[src/rtl/id_stage_param.sv]
// ============================================================================
// id_stage_param : IF/ID register, register file, decode, load-use hazard, ID/EX
// Revision: 1.0
// ============================================================================
`default_nettype none

module id_stage_param #(
   parameter int         DATA_W   = 16,
   parameter int         NUM_REGS = 8,
   parameter bit         BR_SEXT  = 1'b0,
   parameter logic [4:0] OP_NOP   = 5'b00000,
   parameter logic [4:0] OP_HALT  = 5'b00001,
   parameter logic [4:0] OP_LOAD  = 5'b00010,
   parameter logic [4:0] OP_STORE = 5'b00011,
   parameter logic [4:0] OP_BZ    = 5'b01100,
   parameter logic [4:0] OP_BN    = 5'b01101
) (
   input  logic              clock,
   input  logic              reset,
   input  logic              if_valid,
   input  logic [15:0]       if_instr,
   input  logic              flush,
   input  logic              wb_we,
   input  logic [2:0]        wb_addr,
   input  logic [DATA_W-1:0] wb_data,
   output logic              stall,
   output logic              ex_valid,
   output logic [4:0]        ex_opcode,
   output logic [2:0]        ex_dest,
   output logic              ex_reg_we,
   output logic [DATA_W-1:0] ex_a,
   output logic [DATA_W-1:0] ex_b,
   output logic [DATA_W-1:0] ex_smdr,
   output logic [3:0]        ex_val2,
   output logic [3:0]        ex_val3,
   output logic              halted
);

   logic [15:0]       id_ir_q, id_ir_d;
   logic              id_valid_q, id_valid_d;
   logic [DATA_W-1:0] gr_q [NUM_REGS];

   logic              ex_valid_q;
   logic [4:0]        ex_opcode_q;
   logic [2:0]        ex_dest_q;
   logic              ex_reg_we_q;
   logic [DATA_W-1:0] ex_a_q, ex_b_q, ex_smdr_q;
   logic [3:0]        ex_val2_q, ex_val3_q;
   logic              halted_q;

   logic [4:0]        opcode;
   logic [2:0]        r1, r2, r3;
   logic              is_br, is_ld, is_st, is_nh;
   logic              use_r1, use_r2, use_r3, hazard, issue;
   logic              reg_we;
   logic [DATA_W-1:0] op_a, op_b, smdr;

   // Register read with write-through bypass from the writeback port
   function automatic logic [DATA_W-1:0] rd(input logic [2:0] addr);
      logic [DATA_W-1:0] v;
      v = '0;
      for (int i = 0; i < NUM_REGS; i++) begin
         if (addr == 3'(i)) v = gr_q[i];
      end
      if (wb_we && (wb_addr == addr)) v = wb_data;
      return v;
   endfunction

   always_comb begin
      opcode = id_ir_q[15:11];
      r1     = id_ir_q[10:8];
      r2     = id_ir_q[6:4];
      r3     = id_ir_q[2:0];
      is_br  = (opcode == OP_BZ) || (opcode == OP_BN);
      is_ld  = (opcode == OP_LOAD);
      is_st  = (opcode == OP_STORE);
      is_nh  = (opcode == OP_NOP) || (opcode == OP_HALT);
      reg_we = !(is_nh || is_st || is_br);

      use_r1 = is_br || is_st;
      use_r2 = !is_br && !is_nh;
      use_r3 = !is_br && !is_nh && !is_st && !is_ld;

      op_a = is_br ? rd(r1) : rd(r2);
      if (is_ld || is_st) begin
         op_b = {{(DATA_W-4){1'b0}}, id_ir_q[3:0]};
      end else if (is_br) begin
         op_b = BR_SEXT ? {{(DATA_W-8){id_ir_q[7]}}, id_ir_q[7:0]}
                        : {{(DATA_W-8){1'b0}}, id_ir_q[7:0]};
      end else begin
         op_b = rd(r3);
      end
      smdr = is_st ? rd(r1) : '0;

      hazard = ex_valid_q && (ex_opcode_q == OP_LOAD) &&
               ((use_r1 && (ex_dest_q == r1)) ||
                (use_r2 && (ex_dest_q == r2)) ||
                (use_r3 && (ex_dest_q == r3)));
      stall  = id_valid_q && hazard && !flush;
      issue  = id_valid_q && !flush && !stall && !halted_q;

      id_ir_d    = id_ir_q;
      id_valid_d = id_valid_q;
      if (flush) begin
         id_ir_d    = 16'h0000;
         id_valid_d = 1'b0;
      end else if (!stall && !halted_q) begin
         id_ir_d    = if_instr;
         id_valid_d = if_valid;
      end
   end

   always_ff @(posedge clock or negedge reset) begin
      if (!reset) begin
         id_ir_q    <= 16'h0000;
         id_valid_q <= 1'b0;
         for (int i = 0; i < NUM_REGS; i++) gr_q[i] <= '0;
      end else begin
         id_ir_q    <= id_ir_d;
         id_valid_q <= id_valid_d;
         for (int i = 0; i < NUM_REGS; i++) begin
            if (wb_we && (wb_addr == 3'(i))) gr_q[i] <= wb_data;
         end
      end
   end

   // Anything not issued becomes an all-zero bubble on the ID/EX register
   always_ff @(posedge clock or negedge reset) begin
      if (!reset) begin
         ex_valid_q  <= 1'b0;
         ex_opcode_q <= OP_NOP;
         ex_dest_q   <= 3'd0;
         ex_reg_we_q <= 1'b0;
         ex_a_q      <= '0;
         ex_b_q      <= '0;
         ex_smdr_q   <= '0;
         ex_val2_q   <= 4'd0;
         ex_val3_q   <= 4'd0;
         halted_q    <= 1'b0;
      end else if (issue) begin
         ex_valid_q  <= 1'b1;
         ex_opcode_q <= opcode;
         ex_dest_q   <= r1;
         ex_reg_we_q <= reg_we;
         ex_a_q      <= op_a;
         ex_b_q      <= op_b;
         ex_smdr_q   <= smdr;
         ex_val2_q   <= id_ir_q[7:4];
         ex_val3_q   <= id_ir_q[3:0];
         if (opcode == OP_HALT) halted_q <= 1'b1;
      end else begin
         ex_valid_q  <= 1'b0;
         ex_opcode_q <= OP_NOP;
         ex_dest_q   <= 3'd0;
         ex_reg_we_q <= 1'b0;
         ex_a_q      <= '0;
         ex_b_q      <= '0;
         ex_smdr_q   <= '0;
         ex_val2_q   <= 4'd0;
         ex_val3_q   <= 4'd0;
      end
   end

   assign ex_valid  = ex_valid_q;
   assign ex_opcode = ex_opcode_q;
   assign ex_dest   = ex_dest_q;
   assign ex_reg_we = ex_reg_we_q;
   assign ex_a      = ex_a_q;
   assign ex_b      = ex_b_q;
   assign ex_smdr   = ex_smdr_q;
   assign ex_val2   = ex_val2_q;
   assign ex_val3   = ex_val3_q;
   assign halted    = halted_q;

endmodule

`default_nettype wire

[config.mk]
export PLATFORM = sky130hd
export DESIGN_NAME = id_stage_param
export DESIGN_NICKNAME = d
export VERILOG_FILES = /design/src/rtl/id_stage_param.sv
export SDC_FILE = /design/constraint.sdc
export NUM_CORES = 1
export LEC_CHECK = 0
export CAP_MARGIN = 20
export CORE_ASPECT_RATIO = 1.4
export CORE_UTILIZATION = 49
export DETAILED_ROUTE_END_ITERATION = 6
export HOLD_SLACK_MARGIN = 0.03
export PLACE_DENSITY = 0.7
export SLEW_MARGIN = 30
export SYNTH_ARGS = -nofsm -noshare
export SYNTH_HDL_FRONTEND = slang
export SYNTH_SLANG_ARGS = --single-unit
[constraint.sdc]
create_clock -name clock -period 2.9 [get_ports clock]
set_input_delay 0.58 -clock clock [delete_from_list [all_inputs] [get_ports clock]]
set_output_delay 0.58 -clock clock [all_outputs]
set_load 0.01 [all_outputs]
# == Word level (Yosys, flattened, before mapping) ==
# Cells that the tools add are included.
# op_classes
n_addsub,0
mul,0
div_mod_pow,0
magnitude_cmp,0
n_eq_ne,40
shifts,0
mux,44
bitwise,0
n_reduce_logical,48
# ops
cell,n
$mux 16,36
$eq 3x3->1 const B,16
$logic_and 1x1->1,25
$eq 3x2->1 const B,8
$eq 3x3->1,6
$eq 5x2->1 const B,3
$eq 3x1->1 const B,4
$logic_not 3->1,4
$eq 5x4->1 const B,2
$logic_not 1->1,8
$logic_or 1x1->1,8
$mux 4,2
$eq 5x1->1 const B,1
$logic_not 5->1,1
$mux 5,1
$mux 1,4
$mux 3,1
$reduce_and 2->1,1
$reduce_bool 2->1,1
# word_totals
ff_bits,212
latch_bits,0
mem_bits_rw,0
mem_bits_ro,0
input_bits,40
output_inout_bits,68
memories,0

# == Longest topological paths before layout ==
# depth
ltp_word,15
depth_mapped,10
ltp_nobuf,7

# == Worst setup path before layout ==
# No wires, ideal clock.
# synth_timing
path_type,input-to-reg
start,input port wb_we
end,register gr_q[86] (netlist name)
setup_time_ps,125
t_arrival_ps,2005
required_time_ps,2775
path_slack_ps,770
path_stages,5
path_buffers,2
cell_sequence,clkbuf_1 -> nand2b_1 -> nor3b_2 -> buf_2 -> mux2_2
# synth_via
elab_chain_len,1
# synth_lines
element,line,rtl
"start, declared",23,"input logic wb_we,"
$logic_and 1x1->1,122,if (wb_we && (wb_addr == 3'(i))) gr_q[i] <= wb_data;
"end signal, assigned by index",122,
"end, declared",41,logic [DATA_W-1:0] gr_q [NUM_REGS];
# No other way between the ends.
# A chain may end at the register's enable or synchronous reset.

# == Worst setup path after layout ==
# layout_timing
start,register id_ir_q[2]
end,"register ex_b_q[14], in the netlist ex_b[14]"
# layout_via
elab_chain_len,13
elab_cells_between_ends,31
classes_between,eq/ne: 9; mux: 12; reduce/logical: 10
# layout_lines
element,line,rtl
"start, declared",39,"logic [15:0] id_ir_q, id_ir_d;"
"start signal, assigned",119,id_ir_q <= id_ir_d;
$logic_not 3->1,63,if (addr == 3'(i)) v = gr_q[i];
$mux 16 (8 in series),63,
$mux 16,65,if (wb_we && (wb_addr == addr)) v = wb_data;
$mux 16,87,end else if (is_br) begin
$mux 16,85,if (is_ld || is_st) begin
$mux 16 *,140,end else if (issue) begin
"end signal, assigned",146,ex_b_q <= op_b;
"end, declared",47,"logic [DATA_W-1:0] ex_a_q, ex_b_q, ex_smdr_q;"
# Every way passes the cells marked *; elsewhere a longest branch is shown, timed or not.

==> metrics.cfg <==
[status]
status = finished, final reports clean

[setup_path]
crit_arrival_ns = 3.01
crit_fanout = 37
endpoint_kind = register
worstPathRequired_ns = 3.31
crit_start = id_ir_q[2]$_DFFE_PN0P_
start_kind = register
timing.rr.start = id_ir_q[2]$_DFFE_PN0P_
worstSetupPathType = register to register

[placed_design]
gp_congestion = 0.933
placed_cells = 1463
pre_cts_ws_ns = 0.167
dp_hpwl_mm = 27.0
io_buffers = 107

[synth]
seq_area_frac_synth_pct = 43.8
synth_seq_cells = 212
yosys_warnings = 0
postSynthCellCount = 1084
synth_edf_count = 0
synth.avg_cell_area_um2 = 11.2
netlist_area_mm2 = 0.0121
synth_cell_types = 66
synth_nets = 1124
synthArstFlopShare_pct = 100
synth_ff_type = dfrtp_1

[pwr]
fin_total_pwr_mw = 10.5
switching_share_pct = 35.1
p_sw_mw = 3.68
leakage_nw = 5.98
ir_drop_uv = 559
p_comb_share_pct = 36.6
power_per_cell_area_mw_per_mm2 = 732
p_seq_share_pct = 38.2
power_frac_clock_pct = 25.2
p_int_mw = 6.81

[sta]
relSlewSlack_pct = 54.6
max_freq_mhz = 385
fin_skew_ns = 0.00978
fin_crit_ns = 2.60
tns_ns = 0
rsz0062_at_grt = false
finalSetupViolCount = 0
finalHoldViolCount = 0
timing.final.crit_share_pct = 89.6
maxSlewViolCount = 0
layout_setup_ws_ns = 0.300
tightest_slew_ns = 0.680

[clock_tree]
clk_latency_ns = 0.51
cts_tree = done
cts_max_level = 1
cts_sinks = 212
ctsRootBufferMaster = clkbuf_16
clockBufferDepth = 3
cts_made_buffers = 21
hold_buffers = 0
path_clk_slew_ns = 0.07

[layout]
drive_gt1_share_pct = 27.2
diodes = 0
syn_to_final_growth_pct = 18.5
fin_cells = 1501
nNetsFinal = 1218

[global_route]
grt_pass1_wl_mm = 61.5
antenna_found_initial = 0
track_usage_pct = 32.5
grt_pass1_vias = 9990
grt_max_degree = 80
grt_overflow = 0

[detailed_routing]
dr_total_vias = 9940
routed_via_density = 6.62
post_drt_wl_per_cell_um = 26.7
drc = 0
firstDrtPassIters = 6
wl_mm = 40.1
postRouteAntennaNets = 0
dr.first_iter.drc_count = 1027

[die]
start_util_pct = 50.3
fp.dieW_um = 135
die_h_um = 188
core-area_mm2 = 0.0241
io_pins = 108
num_rows = 67
die_area_mm2 = 0.0253

[flow_run]
cap_violations = 0

[hold_path]
hold_class = input pin to asynchronous set/reset pin

-- worst max-delay path: stages, from the launching register on --
cell and delay [ns]:
dfrtp_1 0.43, buf_12 0.27, and2b_1 0.60, a21oi_1 0.13
o221ai_2 0.22, a21oi_1 0.06, or4_1 0.49, a211oi_2 0.27
-- synth_stat cells, types with 3 or more instances --
cell type	n	share of area [%]
a2111oi_2	3	0.37
a211oi_1	7	0.43
a211oi_2	8	0.83
a21o_1	3	0.19
a21oi_1	55	2.3
a221o_1	7	0.58
a221oi_1	5	0.36
a22o_1	10	0.72
a22oi_1	26	1.6
a31oi_1	6	0.31
and3_1	15	0.78
and3b_1	5	0.36
buf_1	6	0.19
buf_2	36	1.5
buf_4	14	0.87
buf_6	4	0.37
clkbuf_1	43	1.3
clkinv_1	3	0.093
dfrtp_1	212	44
inv_1	6	0.19
mux2_2	159	15
mux2i_1	49	4.1
mux4_2	33	6.1
nand2_1	55	1.7
nand3_1	4	0.17
nand3b_1	3	0.19
nand4_1	4	0.21
nand4b_1	4	0.29
nor2_1	88	2.7
nor2b_1	32	1.7
nor3_1	10	0.41
nor3_2	5	0.41
o211a_1	4	0.33
o211ai_1	28	1.7
o21a_1	3	0.19
o21ai_0	43	1.8
o221ai_1	10	0.72
o22ai_1	15	0.78
o2bb2ai_1	7	0.51
or3_1	3	0.16
xnor2_1	9	0.65
xor2_1	10	0.72
-- final timing paths --
| path | endpoint | slack, ns | depth (start not counted) |
|---|---|---|---|
| max | ex_b[14]$_DFF_PN0_ | 0.30 | 7 |
| min | gr_q[95]$_DFFE_PN0P_ | 0.06 | 1 |
| max reg2reg | ex_b[14]$_DFF_PN0_ | 0.30 | 7 |
| min reg2reg | ex_val3[3]$_DFF_PN0_ | 0.54 | 1 |
| max in group asynchronous | gr_q[53]$_DFFE_PN0P_ | 2.00 | 2 |
| min in group clock | ex_val3[3]$_DFF_PN0_ | 0.54 | 1 |
-- layer usage --
metal	vias to the layer above	track usage (%)	part of all wire (%)
met3	171	5.76	8.8
met4	0	15.9	5.7
met2	593	53.6	49
li1	4216	-	-
met1	4960	40.9	37
met5	-	0	0
-- metrics by stage --
step / hold WS [ns] / area, um^2 / util (%)
after CTS: 0.0740 / 14300 / 59.5
after floorplan: 0.284 / 12100 / -
after global placement: 0.517 / 13700 / 56.8
after detailed placement: 0.527 / 13700 / 56.8
after global routing: 0.0990 / 14300 / 59.6
final: 0.0590 / 14300 / 59.6
-- layout make-up --
cell class | instances | area (um^2)
Tap cell | 310 | 388
Sequential cell | 212 | 5310
Clock buffer | 30 | 589
Clock inverter | 6 | 55.1
Multi-Input combinational cell | 759 | 6260
Timing Repair Buffer | 175 | 1700
Inverter | 9 | 33.8
Fill cell | 1959 | 9720
-- power groups by stage --
stage | Combinational, mW | Clock, mW | Sequential [mW]
floorplan | 2.65 | 0 | 3.86
global placement | 3.67 | 0 | 4.04
detailed placement | 3.73 | 0 | 4.05
CTS | 3.76 | 2.68 | 4.00
global route | 4.08 | 2.81 | 4.08
finish | 3.83 | 2.64 | 4.01
-- placed cells by master, fill, tap and decap left out, drive strengths merged, types with 8 or more instances in the layout --
master	n
o211ai	28
mux4	33
a22o	10
mux2	159
xor2	10
buf	68
o221ai	11
clkbuf	31
a22oi	26
dfrtp	212
and3	15
nor2	88
o21ai	44
nor2b	32
mux2i	49
a21oi	55
a211oi	15
xnor2	9
nand2	56
clkinv	8
nor3	15
clkdlybuf4s50	105
o22ai	15
-- flip-flops by register name (all words and copies together), names as in the netlist --
name	cells
ex_smdr	16
ex_b	16
id_valid_q	1
ex_reg_we	1
halted	1
ex_valid	1
id_ir_q	16
ex_val2	4
ex_opcode	5
gr_q	128
ex_val3	4
ex_a	16
ex_dest	3
-- what timing repair did --
item,CTS,global route
setup endpoints to repair,1,1
gates resized for setup,0,2
pin swaps,1,1
buffers inserted,1,1
-- cell families after synthesis --
family | synth area share, %
compound gates | 15.2
xor+xnor | 1.37
buf+inv | 4.57
flops | 43.8
mux | 25.0
simple gates | 10.0
No activity file was read; power rests on OpenSTA's default activity.
